**src/rtl/map_loader.sv**
```systemverilog
// Writer side of the terrain map BRAM: parses a framed byte stream (sync, start x/y,
// packed 2-bit cells, XOR checksum) into one cell write per cycle and validates the frame.
module map_loader #(
    parameter int          WIDTH          = 160,
    parameter int          HEIGHT         = 90,
    parameter logic [7:0]  SYNC_BYTE      = 8'hA5,
    parameter int          TIMEOUT_CYCLES = 1000000
) (
    input  logic        clk_in,
    input  logic        rst_in,
    input  logic [7:0]  byte_in,
    input  logic        byte_valid,
    output logic        byte_ready,
    output logic [15:0] wr_addr,
    output logic [1:0]  wr_data,
    output logic        wr_en,
    output logic        busy,
    output logic        load_done,
    output logic        load_error,
    output logic [1:0]  error_code,
    output logic [7:0]  start_x,
    output logic [7:0]  start_y,
    output logic        map_valid
);

    localparam logic [2:0] S_IDLE    = 3'd0;
    localparam logic [2:0] S_HDR_X   = 3'd1;
    localparam logic [2:0] S_HDR_Y   = 3'd2;
    localparam logic [2:0] S_PAYLOAD = 3'd3;
    localparam logic [2:0] S_CHECK   = 3'd4;

    localparam logic [1:0] ERR_NONE     = 2'd0;
    localparam logic [1:0] ERR_CHECKSUM = 2'd1;
    localparam logic [1:0] ERR_BOUNDS   = 2'd2;
    localparam logic [1:0] ERR_TIMEOUT  = 2'd3;

    localparam logic [15:0]      NUM_BYTES    = 16'(WIDTH * HEIGHT / 4);
    localparam int               CNT_W        = $clog2(TIMEOUT_CYCLES + 1);
    localparam logic [CNT_W-1:0] TIMEOUT_LAST = CNT_W'(TIMEOUT_CYCLES - 1);

    logic [2:0]       state;
    logic [7:0]       data_q;
    logic [1:0]       phase;
    logic             unpacking;
    logic [15:0]      byte_cnt;
    logic [15:0]      cell_idx;
    logic [7:0]       checksum;
    logic [CNT_W-1:0] idle_cnt;

    logic       transfer;
    logic       last_cell;
    logic       last_byte;
    logic       waiting;
    logic       check_fire;
    logic       timeout_hit;
    logic [1:0] next_phase;

    // The next byte is accepted while the 4th cell of the current one is written.
    assign last_cell   = unpacking && (phase == 2'd3);
    assign last_byte   = (byte_cnt == NUM_BYTES);
    assign byte_ready  = (state != S_PAYLOAD) || !unpacking || last_cell;
    assign transfer    = byte_valid && byte_ready;
    assign busy        = (state != S_IDLE);
    assign next_phase  = phase + 2'd1;

    assign waiting     = (state == S_HDR_X) || (state == S_HDR_Y) || (state == S_CHECK) ||
                         ((state == S_PAYLOAD) && !unpacking);
    assign timeout_hit = waiting && !transfer && (idle_cnt == TIMEOUT_LAST);

    // The checksum byte may arrive in the last write cycle of the final payload byte.
    assign check_fire  = transfer && ((state == S_CHECK) ||
                         ((state == S_PAYLOAD) && last_cell && last_byte));

    // NOTE: every register, including the output registers, takes <= so all of them
    // sample pre-edge values; blocking here would make ordering inside the block matter.
    always_ff @(posedge clk_in) begin
        if (rst_in) begin
            state      <= S_IDLE;
            data_q     <= '0;
            phase      <= '0;
            unpacking  <= 1'b0;
            byte_cnt   <= '0;
            cell_idx   <= '0;
            checksum   <= '0;
            idle_cnt   <= '0;
            wr_addr    <= '0;
            wr_data    <= '0;
            wr_en      <= 1'b0;
            load_done  <= 1'b0;
            load_error <= 1'b0;
            error_code <= ERR_NONE;
            start_x    <= '0;
            start_y    <= '0;
            map_valid  <= 1'b0;
        end else begin
            load_done  <= 1'b0;
            load_error <= 1'b0;
            wr_en      <= 1'b0;

            if (waiting && !transfer && !timeout_hit) begin
                idle_cnt <= idle_cnt + CNT_W'(1);
            end else begin
                idle_cnt <= '0;
            end

            case (state)
                S_IDLE: begin
                    if (transfer && byte_in == SYNC_BYTE) begin
                        state      <= S_HDR_X;
                        checksum   <= '0;
                        error_code <= ERR_NONE;
                        map_valid  <= 1'b0;
                        byte_cnt   <= '0;
                        cell_idx   <= '0;
                        unpacking  <= 1'b0;
                        phase      <= '0;
                    end
                end
                S_HDR_X: begin
                    if (transfer) begin
                        start_x  <= byte_in;
                        checksum <= checksum ^ byte_in;
                        state    <= S_HDR_Y;
                    end
                end
                S_HDR_Y: begin
                    if (transfer) begin
                        start_y  <= byte_in;
                        checksum <= checksum ^ byte_in;
                        state    <= S_PAYLOAD;
                    end
                end
                S_PAYLOAD: begin
                    if (unpacking && !last_cell) begin
                        wr_en    <= 1'b1;
                        wr_data  <= data_q[{next_phase, 1'b0} +: 2];
                        wr_addr  <= cell_idx;
                        cell_idx <= cell_idx + 16'd1;
                        phase    <= next_phase;
                    end else if (last_cell && last_byte) begin
                        unpacking <= 1'b0;
                        if (!transfer) begin
                            state <= S_CHECK;
                        end
                    end else if (transfer) begin
                        data_q    <= byte_in;
                        checksum  <= checksum ^ byte_in;
                        byte_cnt  <= byte_cnt + 16'd1;
                        unpacking <= 1'b1;
                        phase     <= '0;
                        wr_en     <= 1'b1;
                        wr_data   <= byte_in[1:0];
                        wr_addr   <= cell_idx;
                        cell_idx  <= cell_idx + 16'd1;
                    end else begin
                        unpacking <= 1'b0;
                    end
                end
                default: begin
                end
            endcase

            if (check_fire) begin
                state <= S_IDLE;
                if (int'(start_x) >= WIDTH || int'(start_y) >= HEIGHT) begin
                    error_code <= ERR_BOUNDS;
                    load_error <= 1'b1;
                end else if (byte_in != checksum) begin
                    error_code <= ERR_CHECKSUM;
                    load_error <= 1'b1;
                end else begin
                    load_done <= 1'b1;
                    map_valid <= 1'b1;
                end
            end

            if (timeout_hit) begin
                state      <= S_IDLE;
                unpacking  <= 1'b0;
                error_code <= ERR_TIMEOUT;
                load_error <= 1'b1;
            end
        end
    end

endmodule

```
**config.mk**
```make
export PLATFORM = sky130hd
export DESIGN_NAME = map_loader
export DESIGN_NICKNAME = d
export VERILOG_FILES = /design/src/rtl/map_loader.sv
export SDC_FILE = /design/constraint.sdc
export NUM_CORES = 1
export LEC_CHECK = 0
export CORE_ASPECT_RATIO = 1.4
export CORE_UTILIZATION = 60
export DETAILED_ROUTE_END_ITERATION = 12
export PLACE_DENSITY = 0.84
export RECOVER_POWER = 100
export SYNTH_ARGS = -nofsm -noshare
export SYNTH_HDL_FRONTEND = slang
export SYNTH_SLANG_ARGS = --single-unit
```
**constraint.sdc**
```tcl
create_clock -name clk_in -period 3.6 [get_ports clk_in]
set_input_delay 0.72 -clock clk_in [delete_from_list [all_inputs] [get_ports clk_in]]
set_output_delay 0.72 -clock clk_in [all_outputs]
set_load 0.02 [all_outputs]
```
==> results.md <==
- Initial Utilization: 0.630
- MaxCap Viol Count: 0
- Setup violations, final: 0
- Sum Neg Setup Slack: 0 ns
- Placed cells: 724
- Vias post-DR: 4466
- End-of-flow core utilization: 0.771
- Final hold violations: 0
- Synthesis-stage register bit count: 114
- Layout Skew: 0.00698 ns
- Critical Setup Path Class: input pin to register
- Register area share after synthesis: 0.437
- Pint: 2670 uW
- IO Pins: 53
- DRT antenna net count: 0
- Post-synthesis net count: 609
- Ys flop type: dfxtp_1
- Vias per cell: 5.91
- Final net count: 657
- Worst Setup End Kind: register
- Vias in the first global route: 4337
- Synth area leader: dfxtp_1
- Post-CTS Setup Inserts: 0
- Post-synth EDFFs: 0
- Adder-Cell Fraction of Synth Area: 0.0120
- Gp weighted congestion: 0.897
- Crit-path slowest cell: dlygate4sd3_1
- Die Y: 112 um
- Synth area leaders: dfxtp_1 (44%), nor2_1 (6.2%), nand2_1 (4.5%)
- Peak supply drop: 0.000414 V
- Hold path depth: 2
- Leakage: 0.00243 uW
- Xor/xnor share of the synthesized area: 0.0786
- Max Root-Sink Buffers: 2
- H-tree levels: 4
- Switching Share: 0.183
- CTS Root Cell: clkbuf_16
- Crit-path cells: dlygate4sd3_1 -> nand2b_1 -> nor3_1 -> nand2_1 -> and2_1 -> or3_1 -> a21oi_1
- Power share of the combinational group: 0.018
- WP buf/inv: 1
- Global-route usage over all layers: 0.288
- Synth Area in Compound Gates: 0.117
- Status: complete, no violations
- Avg Cell Area, Syn: 8.81 um2
- DRT iter0 DRCs: 342
- Critical path's top delay family: simple AND/OR/NAND/NOR gates
- Worst slew pin tran: 1.34 ns
- CP arrival: 3.35 ns
- Clk pwr share: 0.595
- Final worst path period need: 3.01 ns
- Critical path depth: 7
- Post-Layout Cell Count: 756
- Fmax: 332 MHz
- Cts repair resizes: 0
- Post-Synth Simple-Gate Area: 0.260
- Type of the worst min-delay path: register to register
- First-pass GRT wire length: 20.1 mm
- Netlist cell types: 61
- Startpoint Class: input pin
- Synth warn: 0
- Largest net degree at the start of global routing: 41
- Mux share of post-synthesis cell area: 0.0527
- DRC violations left: 0
- Main combinational cell family by area after synthesis: simple AND/OR/NAND/NOR gates
- Core area: 0.00830 mm2
- Switch Pwr: 599 uW
- Sequential Power Share: 0.387
- Die ar.: 0.00909 mm2
- Row cnt: 39
- Required time worst endpoint: 3.93 ns
- Final Max Tran Viols: 0
- Yosys top cell area share: 0.437
- CTS Buf Count: 17
- Initial antenna violation count: 0
- DRT Pass-1 Iters: 5
- Asr flop ratio synth: 0
- Remaining global-route overflow: 0
- Worst reg2reg path depth: 7
- RSZ-0062 raised after global routing: false
- Clk sinks: 114
- Mapped cell area: 0.00522 mm2
- Die X: 80.9 um
- Area added between synthesis and finish: 22.5%
- Routed len/inst: 16.2 um
- Period utilisation layout: 0.837
- Hpwl dp: 8.10 mm
- CTS tree: yes
- Rel. slew slack: 0.104
- Worst path max stage delay: 0.74 ns
- Crit Path Max Fanout: 14
- Layout cells sized above 1: 0.0872
- CTS Hold Buffers Added: 0
- Mapped Cells: 593
- Inserted Diodes: 0
- Clock latency on the worst-skew pair: 0.41 ns
- Power density cells: 511 mW/mm2
- DRT Wirelength: 12.3 mm
- Most numerous cell in the Yosys netlist: dfxtp_1
- Commonest cells in the synthesized netlist: dfxtp_1 (114), nor2_1 (86), nand2_1 (63)
- Clock-pin transition on the worst setup and hold timing paths: 0.05 ns
- Port-buffer cells: 52
==> flip-flops by register name (all words and copies together) (netlist names), 2 cells and up <==
register / count
start_y: 8
wr_addr: 16
cell_idx: 16
start_x: 8
wr_data: 2
idle_cnt: 20
checksum: 8
data_q: 8
phase: 2
byte_cnt: 16
state: 3
error_code: 2
==> worst paths after layout <==
| path | startpoint | to | slack (ns) |
|---|---|---|---|
| max | byte_valid | cell_idx[4] | 0.59 |
| min | start_x[4] | start_x[4] | 0.45 |
| max reg2reg | unpacking | cell_idx[15] | 0.64 |
| min reg2reg | start_x[4] | start_x[4] | 0.45 |
==> logic make-up after synthesis <==
group,Yosys count
buffers and inverters,44
multiplexers,25
AND/OR/NAND/NOR,268
AO/OA/AOI/OAI,91
XOR/XNOR,46
flip-flops,114
adder cells (fa/ha/maj),5
==> worst min-delay path, stage by stage, from the launching register on <==
cell and delay (ns):
dfxtp_1 0.30, nand2_1 0.05, a21oi_1 0.05
==> cell usage in the layout, fill, tap and decap left out, drive strengths merged, types with 3 or more instances in the layout <==
cell           instances
inv                   11
nand3b                 4
nand2b                 4
a21oi                 40
nor3                  11
clkbuf                24
dfxtp                114
nand4                 11
a211oi                 7
ha                     5
bufinv                 6
xnor2                 20
clkdlybuf4s50          7
or3                   14
and2                   6
buf                    9
a32o                   8
nor2b                 10
nand2                 65
nand3                 24
o21ai                 22
and4                   3
nor2                  88
and3                   8
xor2                  26
nor4                   7
nor4b                  4
clkinv                 3
dlygate4sd3           44
mux2i                 23
==> layout make-up <==
type / count / area [um2]
inverter: 12 / 45.0
multi-input combinational: 435 / 2670
clock buffer: 23 / 498
sequential: 114 / 2280
fill: 555 / 1900
clock inverter: 9 / 198
timing repair buffer: 61 / 579
tap: 102 / 128
==> metal layers <==
| layer | part of all wire | vias up | wire length [um] | GRT usage |
|---|---|---|---|---|
| met5 | 0 | - | 0 | 0 |
| met4 | 0.033 | 0 | 401 | 0.143 |
| met3 | 0.046 | 37 | 570 | 0.0813 |
| met2 | 0.53 | 155 | 6470 | 0.494 |
| met1 | 0.39 | 2126 | 4840 | 0.318 |
| li1 | - | 2148 | - | - |
==> power by group through the flow <==
stage	Clock, uW	Sequential [uW]	Combinational [uW]
after floorplan	0	1290	33.0
after global placement	0	1290	58.7
after detailed placement	0	1290	60.0
after CTS	1950	1260	60.4
after global routing	2020	1260	63.7
final	1950	1260	59.1
==> stage by stage <==
| stage | instance area [um2] | power, uW | hold slack [ns] | setup WS (ns) |
|---|---|---|---|---|
| floorplan | 5220 | 1320 | 0.430 | 1.45 |
| global placement | 5760 | 1350 | 0.438 | 0.703 |
| detailed placement | 5760 | 1350 | 0.448 | 0.650 |
| finish | 6400 | 3270 | 0.452 | 0.586 |
| global route | 6400 | 3340 | 0.477 | 0.397 |
| CTS | 6460 | 3280 | 0.457 | 0.779 |
Note: power is estimated with default switching activity, not from simulation.
